**src/rtl/synch_pkg.sv**
```systemverilog
// Shared types and sizing helpers for the toggle-handshake responder.
package synch_pkg;

   typedef enum logic [1:0] {IDLE, SERVE, DONE} synch_state_t;

   localparam int EVENT_W = 16;

   // Counter width able to hold 0..n; never narrower than one bit.
   function automatic int cnt_w(input int n);
      return (n < 1) ? 1 : $clog2(n + 1);
   endfunction

endpackage

```
**src/rtl/synch_toggle_detect.sv**
```systemverilog
// Toggle-change detector: remembers the last serviced toggle level and flags a
// new request whenever the live toggle differs from it.
module synch_toggle_detect (
   input  logic clk,
   input  logic reset,
   input  logic toggle,
   input  logic capture,
   output logic pending
);

   logic seen;

   always_ff @(posedge clk) begin
      if (reset)        seen <= 1'b0;
      else if (capture) seen <= toggle;
   end

   assign pending = (toggle != seen);

endmodule

```
**src/rtl/synch_responder.sv**
```systemverilog
// Responder for the toggle handshake: captures a request word, answers with
// word+1 and an ack flip, counts transactions and raises a sticky test_done.
module synch_responder
   import synch_pkg::*;
#(
   parameter int DATA_W     = 32,
   parameter int DONE_COUNT = 10,
   parameter int TIMEOUT    = 400
) (
   input  logic               clk,
   input  logic               reset,
   input  logic               req_toggle,
   input  logic [DATA_W-1:0]  req_data,
   output logic               ack_toggle,
   output logic [DATA_W-1:0]  rsp_data,
   output logic               busy,
   output logic [EVENT_W-1:0] event_count,
   output logic               test_done,
   output logic               timeout
);

   localparam int IDLE_W = cnt_w(TIMEOUT);
   localparam logic [IDLE_W-1:0]  TIMEOUT_V = IDLE_W'(TIMEOUT);
   localparam logic [EVENT_W-1:0] DONE_V    = EVENT_W'(DONE_COUNT);

   synch_state_t       state, state_nxt;
   logic               pending;
   logic               capture, serve, idle_inc, done_set, to_set;
   logic [DATA_W-1:0]  cap;
   logic [IDLE_W-1:0]  idle_cnt, idle_nxt;
   logic [EVENT_W-1:0] ev_nxt;

   synch_toggle_detect u_req_detect (
      .clk     (clk),
      .reset   (reset),
      .toggle  (req_toggle),
      .capture (capture),
      .pending (pending)
   );

   assign idle_nxt = idle_cnt + IDLE_W'(1);
   assign ev_nxt   = (event_count == {EVENT_W{1'b1}}) ? event_count
                                                      : event_count + EVENT_W'(1);

   always_ff @(posedge clk) begin
      if (reset) state <= IDLE;
      else       state <= state_nxt;
   end

   always_comb begin
      state_nxt = state;
      capture   = 1'b0;
      serve     = 1'b0;
      idle_inc  = 1'b0;
      done_set  = 1'b0;
      to_set    = 1'b0;
      case (state)
         IDLE: begin
            // A pending request beats a timeout landing on the same edge.
            if (pending) begin
               capture   = 1'b1;
               state_nxt = SERVE;
            end else if (TIMEOUT != 0 && idle_nxt == TIMEOUT_V) begin
               to_set    = 1'b1;
               done_set  = 1'b1;
               state_nxt = DONE;
            end else begin
               idle_inc  = 1'b1;
            end
         end
         SERVE: begin
            serve = 1'b1;
            if (DONE_COUNT != 0 && ev_nxt == DONE_V) begin
               done_set  = 1'b1;
               state_nxt = DONE;
            end else begin
               state_nxt = IDLE;
            end
         end
         DONE:    state_nxt = DONE;
         default: state_nxt = IDLE;
      endcase
   end

   always_ff @(posedge clk) begin
      if (reset) begin
         cap         <= '0;
         idle_cnt    <= '0;
         rsp_data    <= '0;
         ack_toggle  <= 1'b0;
         busy        <= 1'b0;
         event_count <= '0;
         test_done   <= 1'b0;
         timeout     <= 1'b0;
      end else begin
         if (capture) begin
            cap      <= req_data;
            busy     <= 1'b1;
            idle_cnt <= '0;
         end else if (idle_inc) begin
            idle_cnt <= idle_nxt;
         end
         if (serve) begin
            rsp_data    <= cap + DATA_W'(1);
            ack_toggle  <= ~ack_toggle;
            busy        <= 1'b0;
            event_count <= ev_nxt;
         end
         if (done_set) test_done <= 1'b1;
         if (to_set)   timeout   <= 1'b1;
      end
   end

endmodule

```
**config.mk**
```make
export PLATFORM = sky130hd
export DESIGN_NAME = synch_responder
export DESIGN_NICKNAME = d
export VERILOG_FILES = /design/src/rtl/synch_pkg.sv /design/src/rtl/synch_toggle_detect.sv /design/src/rtl/synch_responder.sv
export SDC_FILE = /design/constraint.sdc
export NUM_CORES = 1
export LEC_CHECK = 0
export BUFFER_PORTS_ARGS = -buffer_cell sky130_fd_sc_hd__buf_4
export CORE_ASPECT_RATIO = 1.75
export CORE_UTILIZATION = 49
export CTS_CLUSTER_DIAMETER = 100
export DETAILED_ROUTE_END_ITERATION = 6
export PLACE_DENSITY = 0.83
export SYNTH_ARGS = -nofsm -noshare
export SYNTH_HDL_FRONTEND = slang
export SYNTH_SLANG_ARGS = --single-unit
```
**constraint.sdc**
```tcl
create_clock -name clk -period 2.59 [get_ports clk]
set_input_delay 0.777 -clock clk [delete_from_list [all_inputs] [get_ports clk]]
set_output_delay 0.777 -clock clk [all_outputs]
set_load 0.02 [all_outputs]
```
Word-level counts from Yosys, hierarchy flattened
Cells that the tools add are included.
W data, S select, Z words.

cells by class
  equal/unequal tests = 7
  muxes and demuxes = 16
  reductions and logical operators = 3
  add/subtract/negate cells = 3
  bitwise logic cells = 1

operators with widths
  operator                 number
  $add A32 B1 Y32 const B  1
  $add A16 B1 Y16 const B  1
  $eq A16 B16 Y1 const B   1
  $eq A16 B4 Y1 const B    1
  $mux W16                 1
  $mux W1                  10
  $add A9 B1 Y9 const B    1
  $eq A9 B9 Y1 const B     1
  $mux W2                  3
  $pmux W2 S3              1
  $reduce_or A2 Y1         2
  $ne A3 B3 Y1 const B     1
  $eq A2 B1 Y1 const B     1
  $eq A2 B2 Y1 const B     1
  $logic_not A2 Y1         1
  $pmux W1 S2              1
  $ne A1 B1 Y1             1
  $not A1 Y1               1

storage, ports and cells
  logic and storage cells = 40
  flip-flop bits (word level) = 96
  input bits = 35
  output and inout port bits = 52

Longest topological paths before layout
Gate-level depths: netlist of the first run.

  depth in word-level cells = 5
  mapped depth = 9
  depth with buffers taken out = 7

By module
A second synthesis of the first run with hierarchy kept.

unflattened totals
  cells, all modules = 557
  area total of the unflattened synthesis = 4634.4 um^2

by module, submodules not included
  module               seq. area each (um^2)  cells each  area each (um^2)  times used
  synch_responder      1901.8                 553         4591.9            1
  synch_toggle_detect  20.0                   4           42.5              1

Least setup slack after synthesis of the first run
Ideal clock, no wire load.

  kind = reg-to-reg
  from = register event_count[0]
  to = register state[1]
  required time = 2.504 ns
  cell stages (with the launch flop) = 9
  setup time = 0.086 ns
  data arrival time = 2.455 ns
  path buffers = 1
  clock period less this slack = 2.542 ns
  slack = 0.048 ns
  path through = dfxtp_1 -> ha_1 -> nand4_2 -> or3_1 -> buf_2 -> a31o_1 -> a2111oi_4 -> o2111ai_2 -> a221oi_2

on the way
  word-level cells in the longest chain between the ends = 5
  elaborated cells on any way between the ends = 6
  those cells by class = add/sub (1); eq/ne (2); mux (3)

ends and longest elaborated chain
  element                                                   line                                          text
  start, declared                                           synch_responder.sv:17                         output logic [EVENT_W-1:0] event_count,
  start signal, assigned                                    synch_responder.sv:107                        event_count <= ev_nxt;
  $add A16 B1 Y16 / $eq A16 B16 Y1 (equally long branches)  synch_responder.sv:43, synch_responder.sv:42
  $mux W16 (*)                                              synch_responder.sv:42                         assign ev_nxt = (event_count == {EVENT_W{1'b1}}) ? event_count
  $eq A16 B4 Y1 (*)                                         synch_responder.sv:73                         if (DONE_COUNT != 0 && ev_nxt == DONE_V) begin
  $mux W2 (*)                                               synch_responder.sv:73
  $pmux W2 S3 (*)                                           synch_responder.sv:57                         case (state)
  end signal, assigned                                      synch_responder.sv:47                         else state <= state_nxt;
  end, declared                                             synch_responder.sv:26                         synch_state_t state, state_nxt;

Mark *: on every way between the ends. The rest lies on a longest branch, timed or not.
A chain may end at the register's enable or synchronous reset.

Worst setup path in the final report of the first run
  from = register idle_cnt[0]
  to = register idle_cnt[4]

on the way
  word-level cells in the longest chain between the ends = 5

ends and longest elaborated chain
  element                 line                    text
  start, declared         synch_responder.sv:30   logic [IDLE_W-1:0] idle_cnt, idle_nxt;
  start signal, assigned  synch_responder.sv:101  idle_cnt <= idle_nxt;
  $add A9 B1 Y9 (*)       synch_responder.sv:41   assign idle_nxt = idle_cnt + IDLE_W'(1);
  $eq A9 B9 Y1            synch_responder.sv:63   end else if (TIMEOUT != 0 && idle_nxt == TIMEOUT_V) begin
  $mux W1                 synch_responder.sv:63
  $mux W1                 synch_responder.sv:60   if (pending) begin
  $mux W1                 synch_responder.sv:57

Marks and branches as above.

==> flow_summary.yaml, run 1 <==
pwr:
  pwr_density_cell_nw_per_um2: 677.3
  peakVddDrop_uv: 523.4
  leakage_nw: 2.083
  p_int_mw: 2.688
  total_power_mw: 3.832
  p_clk_frac: 0.340
  sw_frac_of_total: 0.2985
  combPwrFrac: 0.199
  power_switching_mw: 1.144
  seqPwrFrac: 0.461
cts:
  cts_buffer_depth: 2
  post_cts_buffers: 0
  tritoncts: "yes"
  clk_pin_slew_ns: 0.06
  clkSinkCount: 96
  ctsHoldBuffers: 0
  insertion_delay_ns: 0.34
  root_buffer: "clkbuf_16"
  cts_max_level: 3
  cts_resized: 0
  cts_buffers: 9
drt:
  drtPass1Iterations: 5
  wl_um: 11400
  wl_per_cell_um: 14.97
  ant_nets: 0
  vias_per_cell: 5.638
  drcViolationCount: 0
  first_iter_violations: 150
  num_vias: 4296
synth:
  ys_ff_latch: 96
  synth_edf_count: 0
  syn_nets: 607
  synthCells: 568
  ys.flop_type: "dfxtp_1"
  ys_types: 52
  ys_warn_count: 0
  synthArstFlopShare: 0
  netlist_area_um2: 4642
  syn_area_per_cell_um2: 8.172
  synth_seq_area_share: 0.4140
floorplan:
  rows: 46
  die_y_um: 130.8
  boundaryPins: 87
  start_util: 0.5072
  core_um2: 9151
  die_area_um2: 9882
  die_w_um: 75.58
worst_setup_path:
  worst-setup-path-type: "flip-flop to flip-flop"
  crit_family: "simple AND/OR/NAND/NOR gates"
  reg2reg_slack_ns: 0.19
  critical_path_buf_inv_count: 0
  critPathSlowestCell: "or4_1"
  startpoint_type: "flip-flop"
  critPathRequiredTime_ns: 2.86
  cp_data_arrival_time_ns: 2.67
  worstPathMaxFanout: 16
  r2r_start: "idle_cnt[0]$_SDFFE_PP0P_"
  worstRegToRegCells: 7
  rr_endpoint: "idle_cnt[4]$_SDFFE_PP0P_"
  crit_chain: "ha_1 > and4_1 > nand2_1 > and4b_1 > o2111a_1 > or4_1 > a21oi_1"
  end_kind: "flip-flop"
  critPathMaxStageDelay_ns: 0.52
flow_run:
  cap_violations: 0
timing:
  drv_slew: 0
  rsz0062_at_grt: "no"
  period_needed_ns: 2.402
  finClkSkew_ns: 0.006869
  hold_viol_final: 0
  setup_violations: 0
  period_share: 0.9275
  final.setup.tns_ns: 0
  slew_headroom: 0.5699
  max_freq_mhz: 416.3
  tightest_slew_ns: 0.6452
  setup_slack_ns: 0.1878
worst_hold_path:
  holdPathEnd: "cap[21]$_SDFFE_PP0P_"
  hold_depth: 2
  min_path_type: "flip-flop to flip-flop"
  min_from: "cap[21]$_SDFFE_PP0P_"
place:
  hpwl_um: 8375
  globalplace.congestion: 0.8603
  place_ws_ns: 0.1838
  portBuffers: 86
cells_and_area:
  final_nets: 677
  fillers: 822
  final_common_cell: "dfxtp_1"
  drive_gt1_frac: 0.2040
  antenna_cells: 0
  syn2layout_area_growth_pct: 21.89
  layout_common_cells: "dfxtp_1 (96), nand2_1 (95), buf_4 (95), nor2_1 (58), a21oi_1 (54)"
grt:
  grt_pass1_vias: 4040
  grt_pass1_wl_um: 18420
  grt_start_max_net_pins: 69
  antenna_found_initial: 0
  grt_overflow_total: 0
  grtUsageTotal: 0.2435
run_status:
  status: "finished, final reports clean"
final cells by class:
class                      instances  area, um^2  area share
clock buffer                      13       280.3     0.04954
clock inverter                     2       12.51    0.002211
inverter                           6       22.52    0.003981
multi-input combinational        428        2517      0.4449
sequential                        96        1922      0.3397
tap                              120       150.1     0.02654
timing repair buffer              97       753.2      0.1331
power by group through the flow:
stage | clock network [mW] | logic, mW | registers [mW]
finish | 1.30 | 0.764 | 1.77
global route | 1.38 | 0.848 | 1.79
CTS | 1.32 | 0.773 | 1.77
detailed placement | 0 | 0.769 | 1.80
global placement | 0 | 0.748 | 1.79
floorplan | 0 | 0.406 | 1.86
synth_stat cells, types with 3 or more instances:
cell type | count | area (um^2)
clkbuf_1 | 26 | 97.59
a21oi_1 | 54 | 270.3
nor3_1 | 17 | 85.08
nor2_1 | 58 | 217.7
a311oi_1 | 8 | 70.07
buf_4 | 3 | 22.52
nand2_1 | 95 | 356.6
o21ai_0 | 13 | 65.06
o31ai_1 | 5 | 37.54
dfxtp_1 | 96 | 1922
nor4_1 | 3 | 18.77
nand4_1 | 11 | 68.82
inv_1 | 6 | 22.52
and4_1 | 7 | 61.31
nand4_2 | 3 | 37.54
xor2_1 | 20 | 175.2
xnor2_1 | 19 | 166.4
nand3_1 | 24 | 120.1
ha_1 | 4 | 50.05
and3_1 | 7 | 43.79
nor2b_1 | 3 | 18.77
or4_1 | 5 | 37.54
buf_1 | 3 | 11.26
a211oi_1 | 26 | 195.2
or3_1 | 9 | 56.30
nand2b_1 | 5 | 31.28
buf_6 | 5 | 56.30
registers in the layout, summed over array words and instances, names as in the netlist:
signal             flops
ack_toggle             1
busy                   1
cap                   32
event_count           16
idle_cnt               9
rsp_data              32
state                  2
test_done              1
timeout                1
u_req_detect.seen      1
worst max path at each step:
stage	startpoint	to	slack [ns]	depth (start not counted)
final	idle_cnt[0]$_SDFFE_PP0P_	idle_cnt[4]$_SDFFE_PP0P_	0.19	7
after global routing	idle_cnt[0]$_SDFFE_PP0P_	idle_cnt[3]$_SDFFE_PP0P_	0.02	7
after CTS	idle_cnt[0]$_SDFFE_PP0P_	idle_cnt[3]$_SDFFE_PP0P_	0.18	7
after detailed placement	req_toggle	idle_cnt[4]$_SDFFE_PP0P_	0.18	5
after global placement	req_toggle	idle_cnt[3]$_SDFFE_PP0P_	0.26	5
after floorplan	event_count[0]$_SDFFE_PP0P_	state[1]$_SDFFE_PP0N_	0.05	8
worst register-to-register path: stages, from the launching register on:
cell and delay, ns:
dfxtp_1 0.42, ha_1 0.26, and4_1 0.25, nand2_1 0.09, and4b_1 0.22, o2111a_1 0.42, or4_1 0.52, a21oi_1 0.15
metrics by stage:
step           hold slack [ns]  instance area, um^2  std cells  utilization
6_report                0.4818                 5658        762       0.6183
4_1_cts                 0.4836                 5658        762       0.6183
2_1_floorplan           0.4488                 4642        568            -
3_5_place_dp            0.4718                 5365        747       0.5863
5_1_grt                 0.5045                 5658        762       0.6183
3_3_place_gp            0.4575                 5365        747       0.5863
logic make-up after synthesis:
kind of cell / share of synthesized area
muxes: 0.007008
buffers and inverters: 0.04636
xor gates and xnor gates: 0.07359
and+or+nand+nor: 0.2698
DFF: 0.4140
adders and majority gates: 0.01078
AOI/OAI and AO/OA: 0.1784
layer usage:
metal | global-route usage | vias to the layer above | part of all wire | wire (um)
met5 | 0 | - | 0 | 0
met4 | 0.1405 | 0 | 0.038 | 436
met3 | 0.04294 | 34 | 0.041 | 464
met2 | 0.4412 | 127 | 0.55 | 6276
met1 | 0.2549 | 1986 | 0.37 | 4227
li1 | - | 2149 | - | -
Note: power is estimated with default switching activity, not from simulation.
==> run 2, diff against run 1 <==
--- a/config.mk
+++ b/config.mk
@@ -13,4 +13,5 @@
 export PLACE_DENSITY = 0.83
 export SYNTH_ARGS = -nofsm -noshare
 export SYNTH_HDL_FRONTEND = slang
+export SYNTH_HIERARCHICAL = 1
 export SYNTH_SLANG_ARGS = --single-unit
==> constraint.sdc (replaced) <==
create_clock -name clk -period 2.59 [get_ports clk]
set_input_delay 0.518 -clock clk [delete_from_list [all_inputs] [get_ports clk]]
set_output_delay 0.518 -clock clk [all_outputs]
set_load 0.02 [all_outputs]
==> run 2 against run 1 <==
Setup slack got worse by 0.070 ns. Synthesized cell count decreased by 1.9%. Critical path type unchanged. Clock-buffer cell count decreased by 1. Combinational power decreased by 0.7%. Register-to-register slack got worse by 0.07 ns. Design area increased by 2.5%. Fmax decreased by 2.8%.
==> flow_summary.yaml, run 2 <==
floorplan:
  rows: 46
  die_w_um: 75.52
  die_area_um2: 9866
  boundaryPins: 87
  core_um2: 9094
  start_util: 0.5096
  die_y_um: 130.7
synth:
  ys_warn_count: 6
  syn_nets: 596
  netlist_area_um2: 4634
  synth_area_leader_cell: "dfxtp_1"
  synth_edf_count: 0
  yosysMostFrequentCell: "dfxtp_1"
  ys_types: 60
  syn_area_per_cell_um2: 8.320
  synthArstFlopShare: 0
  synth_top_area_frac: 0.4147
  synth_seq_area_share: 0.4147
  ys.flop_type: "dfxtp_1"
  synthTopCellsByArea: "dfxtp_1 (41%), nand2_1 (7.4%), nor2_1 (5.1%)"
  ys_ff_latch: 96
  synthCells: 557
  yosys-top-cells-count: "dfxtp_1 (96), nand2_1 (91), nor2_1 (63)"
drt:
  drtPass1Iterations: 4
  ant_nets: 0
  wl_um: 11590
  drcViolationCount: 0
  vias_per_cell: 5.540
  first_iter_violations: 217
  num_vias: 4255
  wl_per_cell_um: 15.09
cts:
  clkSinkCount: 96
  ctsHoldBuffers: 0
  insertion_delay_ns: 0.34
  clk_pin_slew_ns: 0.07
  cts_buffer_depth: 2
  cts_buffers: 9
  root_buffer: "clkbuf_16"
  tritoncts: "yes"
  cts_max_level: 3
timing:
  slew_headroom: 0.5431
  finClkSkew_ns: 0.007953
  rsz0062_at_grt: "no"
  max_freq_mhz: 404.5
  setup_violations: 0
  period_share: 0.9544
  hold_viol_final: 0
  tightest_slew_ns: 0.6853
  final.setup.tns_ns: 0
  period_needed_ns: 2.472
  drv_slew: 0
grt:
  antenna_found_initial: 0
  grtUsageTotal: 0.2487
  grt_overflow_total: 0
  grt_pass1_vias: 4119
  grt_pass1_wl_um: 18620
  grt_start_max_net_pins: 71
worst_setup_path:
  cp_data_arrival_time_ns: 2.73
  end_kind: "flip-flop"
  critPathMaxStageDelay_ns: 0.54
  critical_path_buf_inv_count: 1
  critPathRequiredTime_ns: 2.85
  critPathSlowestCell: "or4_4"
  crit_family: "simple AND/OR/NAND/NOR gates"
  startpoint_type: "flip-flop"
  crit_chain: "ha_2 > nand4_1 > buf_4 > o21ai_0 > mux2_2 > a211o_1 > or4_4 > a221oi_2"
  worstPathMaxFanout: 7
  worst-setup-path-type: "flip-flop to flip-flop"
cells_and_area:
  final_nets: 682
  final_common_cell: "buf_4"
  antenna_cells: 0
  syn2layout_area_growth_pct: 25.19
  drive_gt1_frac: 0.2222
  fillers: 830
  layout_common_cells: "buf_4 (109), dfxtp_1 (96), nand2_1 (91), nor2_1 (63), a21oi_1 (46)"
  top_regs: "cap: 32 flops, rsp_data: 32 flops, event_count: 16 flops"
  finalNonFillerCells: 768
place:
  portBuffers: 86
  dp_cells: 749
  globalplace.congestion: 0.8788
  hpwl_um: 8503
worst_hold_path:
  min_path_type: "primary input to flip-flop"
run_status:
  status: "finished, final reports clean"
flow_run:
  cap_violations: 0
pwr:
  peakVddDrop_uv: 509.9
  leakage_nw: 2.156
  pwr_density_cell_nw_per_um2: 690.5
-- run 2: cell count changes after synthesis, moves of 4 or more --
cell	delta
nand2_1	-4
xor2_1	+7
nor3_1	-8
xnor2_1	-4
mux2i_1	+5
a31oi_1	+5
clkbuf_1	-5
nor2_1	+5
a21oi_1	-8
a311oi_1	-4
-- run 2: worst reg2reg max path, cell delays in order, from the launching register on --
cell	delay, ns
dfxtp_1	0.37
ha_2	0.25
nand4_1	0.19
buf_4	0.17
o21ai_0	0.10
mux2_2	0.28
a211o_1	0.26
or4_4	0.54
a221oi_2	0.23
-- run 2: stage by stage --
step	worst slack (ns)	instance area (um^2)	hold slack, ns	power (mW)	utilization
3_3_place_gp	0.1395	5435	0.4581	2.532	0.5977
2_1_floorplan	0.05288	4641	0.4481	2.272	-
4_1_cts	0.03691	5777	0.4140	4.038	0.6353
3_5_place_dp	0.05474	5435	0.4662	2.563	0.5977
5_1_grt	0.01932	5802	0.4277	4.192	0.6380
6_report	0.1181	5802	0.4218	4.006	0.6380
-- run 2: final timing paths --
check	startpoint	to	slack [ns]	depth (start not counted)
setup / recovery	event_count[0]$_SDFFE_PP0P_	state[1]$_SDFFE_PP0N_	0.12	8
hold / removal	req_data[18]	cap[18]$_SDFFE_PP0P_	0.42	3
setup reg to reg	event_count[0]$_SDFFE_PP0P_	state[1]$_SDFFE_PP0N_	0.12	8
hold reg to reg	cap[31]$_SDFFE_PP0P_	cap[31]$_SDFFE_PP0P_	0.47	2
-- run 2: kinds of logic (layout without fill, tap and decap cells) --
family,after synthesis,in the layout,synth area share
and+or+nand+nor,249,249,0.2648
AOI/OAI and AO/OA,116,116,0.1698
DFF,96,96,0.4147
buffers and inverters,43,134,0.04509
xor gates and xnor gates,42,42,0.07938
muxes,7,7,0.01539
adders and majority gates,4,4,0.01080
-- run 2: power by group --
group | switching, mW | internal (mW) | total, mW
clock network | 0.555 | 0.925 | 1.48
logic | 0.455 | 0.304 | 0.759
registers | 0.138 | 1.63 | 1.77
-- run 2: area by class of cell --
class | instances | area, um^2 | share of cell area
clock buffers | 12 | 266.5 | 0.04593
multi-input cells | 418 | 2520 | 0.4343
flip-flops and latches | 96 | 1922 | 0.3312
repair buffers | 110 | 838.3 | 0.1445
well taps | 120 | 150.1 | 0.02588
clock inverters | 4 | 75.07 | 0.01294
inverters | 8 | 30.03 | 0.005176
-- run 2: what timing repair did --
action	CTS	global route
gates resized for setup	0	1
endpoints found under the setup margin	0	2
buffers inserted	0	3
-- run 2: per-layer routing --
metal | vias to the layer above | GRT usage | routed length, um
li1 | 2140 | - | -
met1 | 1986 | 0.2469 | 4250
met2 | 95 | 0.4653 | 6545
met3 | 34 | 0.04525 | 340
met4 | 0 | 0.1416 | 452
met5 | - | 0 | 0
==> run 3, diff against run 2 <==
--- a/config.mk
+++ b/config.mk
@@ -6,11 +6,13 @@
 export NUM_CORES = 1
 export LEC_CHECK = 0
 export BUFFER_PORTS_ARGS = -buffer_cell sky130_fd_sc_hd__buf_4
+export CELL_PAD_IN_SITES_DETAIL_PLACEMENT = 1
+export CELL_PAD_IN_SITES_GLOBAL_PLACEMENT = 1
 export CORE_ASPECT_RATIO = 1.75
-export CORE_UTILIZATION = 49
+export CORE_UTILIZATION = 41
 export CTS_CLUSTER_DIAMETER = 100
 export DETAILED_ROUTE_END_ITERATION = 6
-export PLACE_DENSITY = 0.83
+export PLACE_DENSITY = 0.9
 export SYNTH_ARGS = -nofsm -noshare
 export SYNTH_HDL_FRONTEND = slang
 export SYNTH_HIERARCHICAL = 1
==> constraint.sdc (replaced) <==
create_clock -name clk -period 2.8 [get_ports clk]
set_input_delay 0.56 -clock clk [delete_from_list [all_inputs] [get_ports clk]]
set_output_delay 0.56 -clock clk [all_outputs]
set_load 0.02 [all_outputs]
==> run 3 against run 2 <==
Hold slack gained 0.035 ns. Clock-buffer cell count shrank 1. Via count grew 3.2%. Non-clock buffer count shrank 3. Largest power group unchanged. Fmax shrank 9.2%. Sequential share of layout area grew 0.53 points. Highest routed layer unchanged. Die area grew 19%. Final cell count grew 1.2%. First-iteration DRC count shrank 27%. Total power shrank 12%.
==> flow_summary.yaml, run 3 (synthesis gave the netlist of run 2 again) <==
timing:
  setup_violations: 0
  drv_slew: 0
  max_freq_mhz: 367.4
  period_needed_ns: 2.722
  finClkSkew_ns: 0.005966
  slew_headroom: 0.5803
  tightest_slew_ns: 0.6247
  rsz0062_at_grt: "no"
  period_share: 0.9720
  final.setup.tns_ns: 0
  hold_viol_final: 0
  setup_slack_ns: 0.07850
cells_and_area:
  drive_gt1_frac: 0.2124
  finalNonFillerCells: 777
  top_regs: "cap: 32 flops, rsp_data: 32 flops, event_count: 16 flops"
  syn2layout_area_growth_pct: 23.22
  layout_common_cells: "buf_4 (106), dfxtp_1 (96), nand2_1 (91), nor2_1 (63), a21oi_1 (46)"
  final_common_cell: "buf_4"
  final_nets: 679
  antenna_cells: 0
grt:
  grtUsageTotal: 0.2433
  grt_pass1_wl_um: 21690
  grt_pass1_vias: 4536
  grt_start_max_net_pins: 48
  antenna_found_initial: 0
  grt_overflow_total: 0
worst_setup_path:
  r2r_start: "event_count[1]$_SDFFE_PP0P_"
  end_kind: "flip-flop"
  startpoint_type: "flip-flop"
  cp_data_arrival_time_ns: 2.97
  worst-setup-path-type: "flip-flop to flip-flop"
  cp-startpoint: "event_count[1]$_SDFFE_PP0P_"
  worstPathMaxFanout: 7
  critPathRequiredTime_ns: 3.05
floorplan:
  start_util: 0.4198
  die_area_um2: 11750
  die_w_um: 82.37
  boundaryPins: 87
  die_y_um: 142.6
  core_um2: 11040
  rows: 51
drt:
  wl_per_cell_um: 17.58
  wl_um: 13660
  vias_per_cell: 5.653
  drtPass1Iterations: 5
  first_iter_violations: 158
  drcViolationCount: 0
  ant_nets: 0
  num_vias: 4392
cts:
  cts_buffer_depth: 2
  tritoncts: "yes"
  cts_buffers: 9
  cts_max_level: 3
  post_cts_buffers: 0
  root_buffer: "clkbuf_16"
  ctsHoldBuffers: 0
  clk_pin_slew_ns: 0.07
  insertion_delay_ns: 0.35
  cts_resized: 0
  clkSinkCount: 96
pwr:
  peakVddDrop_uv: 388.5
  leakage_nw: 2.111
  pwr_density_cell_nw_per_um2: 616.6
place:
  dp_cells: 759
  place_ws_ns: 0.1578
  globalplace.congestion: 0.9066
  hpwl_um: 10000
  portBuffers: 86
run_status:
  status: "finished, final reports clean"
worst_hold_path:
  min_from: "req_data[16]"
  min_path_type: "primary input to flip-flop"
flow_run:
  cap_violations: 0
==> run 3: cell types whose count changed in the layout (fill, tap and decap cells not counted) <==
cell       previous run  this run
clkbuf_8              3         0
ha_1                  3         4
clkbuf_1              0         2
nor4_1                4         5
bufinv_16             2         0
buf_4               109       106
nor4_2                1         0
clkinv_2              0         2
ha_2                  1         0
clkinv_4              0         1
==> run 3: through the flow <==
| step | hold slack (ns) | total power [mW] | cell area [um^2] | util |
|---|---|---|---|---|
| floorplan | 0.4481 | 2.102 | 4634 | - |
| global placement | 0.4582 | 2.369 | 5429 | 0.4918 |
| detailed placement | 0.4723 | 2.416 | 5429 | 0.4918 |
| CTS | 0.4518 | 3.549 | 5695 | 0.5159 |
| global route | 0.4632 | 3.678 | 5710 | 0.5173 |
| finish | 0.4569 | 3.521 | 5710 | 0.5173 |
==> run 3: cell type report <==
class | count | area, um^2
clock buffers | 11 | 232.7
multi-input cells | 418 | 2511
repair buffers | 107 | 815.8
clock inverters | 5 | 33.78
well taps | 132 | 165.2
flip-flops and latches | 96 | 1922
fillers | 1330 | 5329
inverters | 8 | 30.03
==> run 3: worst max-delay path, cell delays in order, from the launching register on <==
cell and delay, ns:
dfxtp_1 0.44, nand2_1 0.22, nor4_1 0.35, buf_4 0.18, mux2_2 0.33, a211o_1 0.26
or4_4 0.55, a221oi_2 0.28
==> run 3: power by group <==
group,leakage (nW),internal (mW),switching (mW)
Sequential,0.783,1.51,0.125
Clock,0.126,0.601,0.533
Combinational,1.20,0.297,0.459
Total,2.11,2.40,1.12
==> run 3: worst paths after layout <==
kind	endpoint	slack, ns	cells past startpoint
min reg2reg	cap[31]$_SDFFE_PP0P_	0.48	2
min	cap[16]$_SDFFE_PP0P_	0.46	3
max	state[1]$_SDFFE_PP0N_	0.08	7
max reg2reg	state[1]$_SDFFE_PP0N_	0.08	7
==> run 3: metal layers <==
metal | wire length (um) | GRT usage | vias up
met5 | 0 | 0 | -
met3 | 358 | 0.03259 | 28
met1 | 5140 | 0.2384 | 2154
met2 | 7799 | 0.4741 | 77
met4 | 362 | 0.1163 | 0
li1 | - | - | 2133
